File: src/rtl/sensor_scanner.sv
// ---------------------------------------------------------------------------
// sensor_scanner
//
// Scans an 8x8 reed-switch matrix one row at a time, extracts the 32 dark
// squares into a shadow frame, and only publishes a frame on sensorBoard once
// the same frame has been seen STABLE_FRAMES times in a row. A separate
// pushbutton debouncer produces a clean level and a press pulse.
//
// Parameters
//   SETTLE_CYCLES  cycles each row is driven before sampling (3..255)
//   STABLE_FRAMES  identical frames needed before sensorBoard updates (1..15)
//   BTN_CYCLES     cycles the button must hold a new level (2..2^24-1)
//
// Ports
//   clock          system clock, rising edge
//   reset          asynchronous, active-low; clears all state
//   row_drive_n    [7:0] row strobes, active-low, at most one bit low
//   col_sense      [7:0] column returns, asynchronous, 1 = piece present
//   button_raw     pushbutton, asynchronous, 1 = pressed
//   sensorBoard    [31:0] debounced occupancy of the dark squares
//   buttonPress    debounced button level
//   btn_pulse      one-cycle pulse on each accepted press
//   frame_done     one-cycle pulse at the end of each full 8-row scan
//   board_changed  one-cycle pulse in the cycle sensorBoard is loaded
// ---------------------------------------------------------------------------
module sensor_scanner #(
  parameter int SETTLE_CYCLES = 16,
  parameter int STABLE_FRAMES = 3,
  parameter int BTN_CYCLES    = 1000000
) (
  input  logic        clock,
  input  logic        reset,
  output logic [7:0]  row_drive_n,
  input  logic [7:0]  col_sense,
  input  logic        button_raw,
  output logic [31:0] sensorBoard,
  output logic        buttonPress,
  output logic        btn_pulse,
  output logic        frame_done,
  output logic        board_changed
);

  typedef enum logic [1:0] {
    DRIVE  = 2'd0,
    SAMPLE = 2'd1,
    COMMIT = 2'd2
  } state_t;

  localparam logic [7:0]  SETTLE_LAST = 8'(SETTLE_CYCLES - 1);
  localparam logic [3:0]  STABLE_MAX  = 4'(STABLE_FRAMES);
  localparam logic [23:0] BTN_LAST    = 24'(BTN_CYCLES - 1);

  // -------------------------------------------------------------------------
  // Input synchronizers
  // -------------------------------------------------------------------------
  logic [7:0] col_s1_reg, col_s2_reg;
  logic       btn_s1_reg, btn_s2_reg;

  always_ff @(posedge clock or negedge reset) begin
    if (!reset) begin
      col_s1_reg <= 8'h00;
      col_s2_reg <= 8'h00;
      btn_s1_reg <= 1'b0;
      btn_s2_reg <= 1'b0;
    end else begin
      col_s1_reg <= col_sense;
      col_s2_reg <= col_s1_reg;
      btn_s1_reg <= button_raw;
      btn_s2_reg <= btn_s1_reg;
    end
  end

  // -------------------------------------------------------------------------
  // Scan FSM
  // -------------------------------------------------------------------------
  state_t     state_reg, state_next;
  logic [2:0] row_reg, row_next;
  logic [7:0] settle_reg, settle_next;
  // Low while in reset and for no cycles after: the first edge after release
  // sets it, so that edge is the one that starts driving row 0. Without it the
  // reset cycle itself would count as the first settle cycle of row 0.
  logic       running_reg;
  logic       sample_en;
  logic       commit_en;

  // State register
  always_ff @(posedge clock or negedge reset) begin
    if (!reset) begin
      state_reg   <= DRIVE;
      row_reg     <= 3'd0;
      settle_reg  <= 8'd0;
      running_reg <= 1'b0;
    end else begin
      running_reg <= 1'b1;
      if (running_reg) begin
        state_reg  <= state_next;
        row_reg    <= row_next;
        settle_reg <= settle_next;
      end
    end
  end

  // Next-state logic
  always_comb begin
    state_next  = state_reg;
    row_next    = row_reg;
    settle_next = settle_reg;
    case (state_reg)
      DRIVE: begin
        if (settle_reg == SETTLE_LAST) begin
          settle_next = 8'd0;
          state_next  = SAMPLE;
        end else begin
          settle_next = settle_reg + 8'd1;
        end
      end
      SAMPLE: begin
        if (row_reg == 3'd7) begin
          state_next = COMMIT;
        end else begin
          row_next   = row_reg + 3'd1;
          state_next = DRIVE;
        end
      end
      COMMIT: begin
        row_next   = 3'd0;
        state_next = DRIVE;
      end
      default: begin
        row_next    = 3'd0;
        settle_next = 8'd0;
        state_next  = DRIVE;
      end
    endcase
  end

  // Output logic
  always_comb begin
    row_drive_n = 8'hFF;
    frame_done  = 1'b0;
    sample_en   = 1'b0;
    commit_en   = 1'b0;
    if (running_reg) begin
      case (state_reg)
        DRIVE: begin
          row_drive_n = ~(8'h01 << row_reg);
        end
        SAMPLE: begin
          // Row stays driven during the sample cycle so the sampled
          // columns still belong to this row.
          row_drive_n = ~(8'h01 << row_reg);
          sample_en   = 1'b1;
        end
        COMMIT: begin
          frame_done = 1'b1;
          commit_en  = 1'b1;
        end
        default: begin
          row_drive_n = 8'hFF;
        end
      endcase
    end
  end

  // -------------------------------------------------------------------------
  // Shadow frame capture
  // -------------------------------------------------------------------------
  // Dark squares alternate by row: even rows use the odd columns, odd rows
  // the even columns. Column c lands on bit (c>>1) of the row's nibble.
  logic [3:0]  dark_bits;
  logic [31:0] shadow_reg;

  always_comb begin
    if (row_reg[0]) begin
      dark_bits = {col_s2_reg[6], col_s2_reg[4], col_s2_reg[2], col_s2_reg[0]};
    end else begin
      dark_bits = {col_s2_reg[7], col_s2_reg[5], col_s2_reg[3], col_s2_reg[1]};
    end
  end

  // Cleared on reset so an interrupted scan can never leak into a commit.
  always_ff @(posedge clock or negedge reset) begin
    if (!reset) begin
      shadow_reg <= 32'h0000_0000;
    end else if (sample_en) begin
      shadow_reg[{row_reg, 2'b00} +: 4] <= dark_bits;
    end
  end

  // -------------------------------------------------------------------------
  // Frame debounce: candidate + consecutive-match count
  // -------------------------------------------------------------------------
  logic [31:0] candidate_reg, candidate_next;
  logic [3:0]  stable_reg, stable_next;
  logic        board_update;

  always_comb begin
    if (shadow_reg == candidate_reg) begin
      candidate_next = candidate_reg;
      stable_next    = (stable_reg >= STABLE_MAX) ? STABLE_MAX : stable_reg + 4'd1;
    end else begin
      candidate_next = shadow_reg;
      stable_next    = 4'd1;
    end
    // Decision uses the post-commit values so a frame that just reached the
    // threshold is published on the same edge.
    board_update = (stable_next == STABLE_MAX) && (candidate_next != sensorBoard);
  end

  always_ff @(posedge clock or negedge reset) begin
    if (!reset) begin
      candidate_reg <= 32'h0000_0000;
      stable_reg    <= 4'd0;
      sensorBoard   <= 32'h0000_0000;
    end else if (commit_en) begin
      candidate_reg <= candidate_next;
      stable_reg    <= stable_next;
      if (board_update) begin
        sensorBoard <= candidate_next;
      end
    end
  end

  assign board_changed = commit_en && board_update;

  // -------------------------------------------------------------------------
  // Button debounce
  // -------------------------------------------------------------------------
  // The counter only runs while the synchronized level disagrees with the
  // accepted level, so any bounce back restarts the hold time.
  logic [23:0] btn_cnt_reg;

  always_ff @(posedge clock or negedge reset) begin
    if (!reset) begin
      btn_cnt_reg <= 24'd0;
      buttonPress <= 1'b0;
      btn_pulse   <= 1'b0;
    end else begin
      btn_pulse <= 1'b0;
      if (btn_s2_reg == buttonPress) begin
        btn_cnt_reg <= 24'd0;
      end else if (btn_cnt_reg == BTN_LAST) begin
        btn_cnt_reg <= 24'd0;
        buttonPress <= btn_s2_reg;
        // Pulse only on acceptance of a press, never on release.
        btn_pulse   <= btn_s2_reg;
      end else begin
        btn_cnt_reg <= btn_cnt_reg + 24'd1;
      end
    end
  end

endmodule

File: config.mk
export PLATFORM = sky130hd
export DESIGN_NAME = sensor_scanner
export DESIGN_NICKNAME = d
export VERILOG_FILES = /design/src/rtl/sensor_scanner.sv
export SDC_FILE = /design/constraint.sdc
export NUM_CORES = 1
export LEC_CHECK = 0
export CORE_MARGIN = 5
export CORE_UTILIZATION = 30
export DETAILED_ROUTE_END_ITERATION = 7
export PLACE_DENSITY = 0.48
export SKIP_LAST_GASP = 1
export SLEW_MARGIN = 25
export SYNTH_ARGS = -nofsm -noshare
export SYNTH_HDL_FRONTEND = slang
export SYNTH_SLANG_ARGS = --single-unit
File: constraint.sdc
create_clock -name clock -period 7.1 [get_ports clock]
set_clock_uncertainty 0.2 [all_clocks]
set_input_delay 0.71 -clock clock [delete_from_list [all_inputs] [get_ports clock]]
set_output_delay 0.71 -clock clock [all_outputs]
set_load 0.01 [all_outputs]
==> metrics.yaml <==
outcome:
  status: "completed"
sta:
  final_hold_viol_count: 0
  period_minus_slack_ns: 4.02
  clock.fmax_mhz: 249
  timing_worst_slew_pin_value_ns: 0.984
  grt_setup_unrepaired: "false"
  timing.final.max_slew_violations: 0
  timing.slew.headroom_pct: 33.9
  fin_tns_setup_ns: 0
  final-setup-viol-count: 0
  timing.final.crit_share_pct: 56.6
power:
  power.density_cell_area_nw_per_um2: 237
  vdd_ir_max_uv: 122
  total_power_uw: 2050
  total_leakage_power_uw: 0.00411
synthesis:
  yosysTopAreaCellShare_pct: 55.2
  post_synth_edffs: 0
  syn_avg_cell_area_um2: 12.0
  synth.ff_latch_count: 158
  synth_top_cells_by_area: "sky130_fd_sc_hd__dfrtp_1, sky130_fd_sc_hd__mux2_2, sky130_fd_sc_hd__mux2_4"
  synthesis.instances: 599
  async_reset_ff_share_pct: 100
  postSynthNetCount: 624
  post_synth_num_cell_types: 42
  dominantRegCellSynth: "sky130_fd_sc_hd__dfrtp_1"
  synthDominantAreaCellType: "sky130_fd_sc_hd__dfrtp_1"
  yosys_warnings: 0
  synth.yosys.seq_area_share_pct: 55.2
  post_synth_instance_area_um2: 7160
grt:
  groute.usage.overall_pct: 12.7
  number_of_antenna_violations_at_the_first_check_in_global_routing: 0
  grt_start_max_net_pins: 83
  grt.overflow.total: 0
  first_pass_grt_wire_length_um: 26400
  grt_pass1_vias: 4693
floorplan:
  dieHeight_um: 165
  starting_density_of_the_core_pct: 30.5
  die_width_um: 165
  ioPinCount: 55
  fp-row-count: 56
  core_region_area_um2: 23500
  fp.dieArea_um2: 27100
cts:
  numClockSinks: 158
  postCtsSetupRepairBufs: 0
  cts_buffers: 17
  cts_hold_buf: 0
  worst_setup_hold_path_clk_slew_ns: 0.06
  htreeDepth: 4
  insertion_delay_ns: 0.42
  tritoncts: "built"
  cts-root-to-sink-buffers: 2
  cts_root_buffer: "sky130_fd_sc_hd__clkbuf_16"
  cts_resized: 0
cells_and_area:
  multiInputGateArea_um2: 3100
  final_cell_mix: "sky130_fd_sc_hd__dfrtp_1, sky130_fd_sc_hd__nor2_1, sky130_fd_sc_hd__clkdlybuf4s50_1"
  antennaDiodeCount: 0
  regArea_um2: 3950
  share_of_layout_cells_above_drive_strength_1_pct: 16.3
  syn2layout_area_growth_pct: 20.5
  layout_commonest_cell: "sky130_fd_sc_hd__dfrtp_1"
  n_fill_cell: 2312
  nNetsFinal: 687
place:
  detailedPlacementHpwl_um: 11400
  io_buffer_count: 54
  placer_congestion_estimate: 0.719
critical_path:
  required_time_at_the_endpoint_of_the_critical_path_ns: 6.19
  crit_path_max_fanout: 35
  crit_path_max_incr_delay_ns: 0.62
  cp.arrival_ns: 3.11
  timing.reg2reg.worst_path_depth: 10
  cp.depth: 9
  worstSetupEndpointType: "primary output"
  critical_path.startpoint_type: "flip-flop"
  worst-setup-path-type: "flip-flop to primary output"
  slowest_stage: "sky130_fd_sc_hd__clkdlybuf4s50_1"
  timing.critical_path.buf_inv: 3
  timing.critical_path.max_delay_family: "simple AND/OR/NAND/NOR gates"
  critical_path_cell_sequence: "inv_1 -> ha_1 -> nand2_1 -> buf_4 -> nor2_1 -> nand4_1 -> or3_1 -> nor4bb_1 -> clkdlybuf4s50_1"
flow_run:
  number_of_maximum_capacitance_constraint_violations: 0
route:
  first_iter_violations: 247
  routedWlPerCell_um: 16.3
  route.final.wire_length_um: 16200
  post-route-drc-count: 0
  via_per_inst: 4.59
  drtPass1Iterations: 4
  dr_total_vias: 4560
  ant_nets: 0
min_path:
  min-delay-path-class: "input pin to async pin"
power breakdown:
group	switching, uW	internal [uW]	total (uW)
combinational	129	76.9	206
clock	354	516	870
sequential	39.4	933	972
synth_stat cells (all sizes together), types with 2 or more instances:
| library cell | instances |
|---|---|
| nor4b | 2 |
| nand2 | 39 |
| ha | 14 |
| nand3 | 16 |
| inv | 8 |
| nor3b | 2 |
| nor3 | 6 |
| and3 | 7 |
| nor4 | 14 |
| nor2 | 65 |
| or3 | 7 |
| nand4 | 16 |
| xor2 | 42 |
| a22o | 3 |
| nand2b | 4 |
| xnor2 | 45 |
| clkbuf | 10 |
| o21ai | 21 |
| a21oi | 24 |
| buf | 6 |
| or4 | 2 |
| and2 | 3 |
| and4 | 2 |
| dfrtp | 158 |
| nand3b | 2 |
| mux2 | 70 |
worst paths after layout:
path | slack (ns) | from | end
min | 0.14 | reset | shadow_reg[30]$_DFFE_PN0P_
min reg2reg | 0.15 | col_s1_reg[5]$_DFF_PN0_ | col_s2_reg[5]$_DFF_PN0_
min in group clock | 0.15 | col_s1_reg[5]$_DFF_PN0_ | col_s2_reg[5]$_DFF_PN0_
max | 3.08 | state_reg[0]$_DFFE_PN0P_ | board_changed
max reg2reg | 3.74 | state_reg[0]$_DFFE_PN0P_ | sensorBoard[5]$_DFFE_PN0P_
max in group asynchronous | 5.40 | reset | col_s2_reg[3]$_DFF_PN0_
final cells by class:
| cell class | count | area share (%) |
|---|---|---|
| Sequential cell | 158 | 45.8 |
| Timing Repair Buffer | 60 | 6.84 |
| Multi-Input combinational cell | 416 | 35.9 |
| Clock buffer | 25 | 5.74 |
| Clock inverter | 6 | 0.681 |
| Inverter | 9 | 0.391 |
| Tap cell | 319 | 4.63 |
per-stage QoR:
stage | util (%) | setup WS [ns] | instances | cell area, um2 | hold WS (ns)
3_3_place_gp | 34.4 | 3.53 | 962 | 8070 | 0.138
3_5_place_dp | 34.4 | 3.52 | 962 | 8070 | 0.136
2_1_floorplan | - | 4.30 | 599 | 7160 | 0.131
6_report | 36.8 | 3.08 | 993 | 8630 | 0.144
5_1_grt | 36.8 | 2.91 | 993 | 8630 | 0.153
4_1_cts | 36.7 | 3.05 | 993 | 8630 | 0.150
cells by family after synthesis:
logic type / synth area share, %
AND/OR/NAND/NOR: 13.3
flip-flops: 55.2
XOR/XNOR: 10.6
multiplexers: 12.6
AO/OA/AOI/OAI: 4.17
buffers and inverters: 1.66
adder cells (fa/ha/maj): 2.45
other: 0.0523
layer usage:
layer	global-route usage, %	part of all wire [%]
met1	17.6	49
met4	2.50	0.80
met2	19.7	46
met5	0	0
met3	4.04	4.1
No activity file was read; power rests on OpenSTA's default activity.
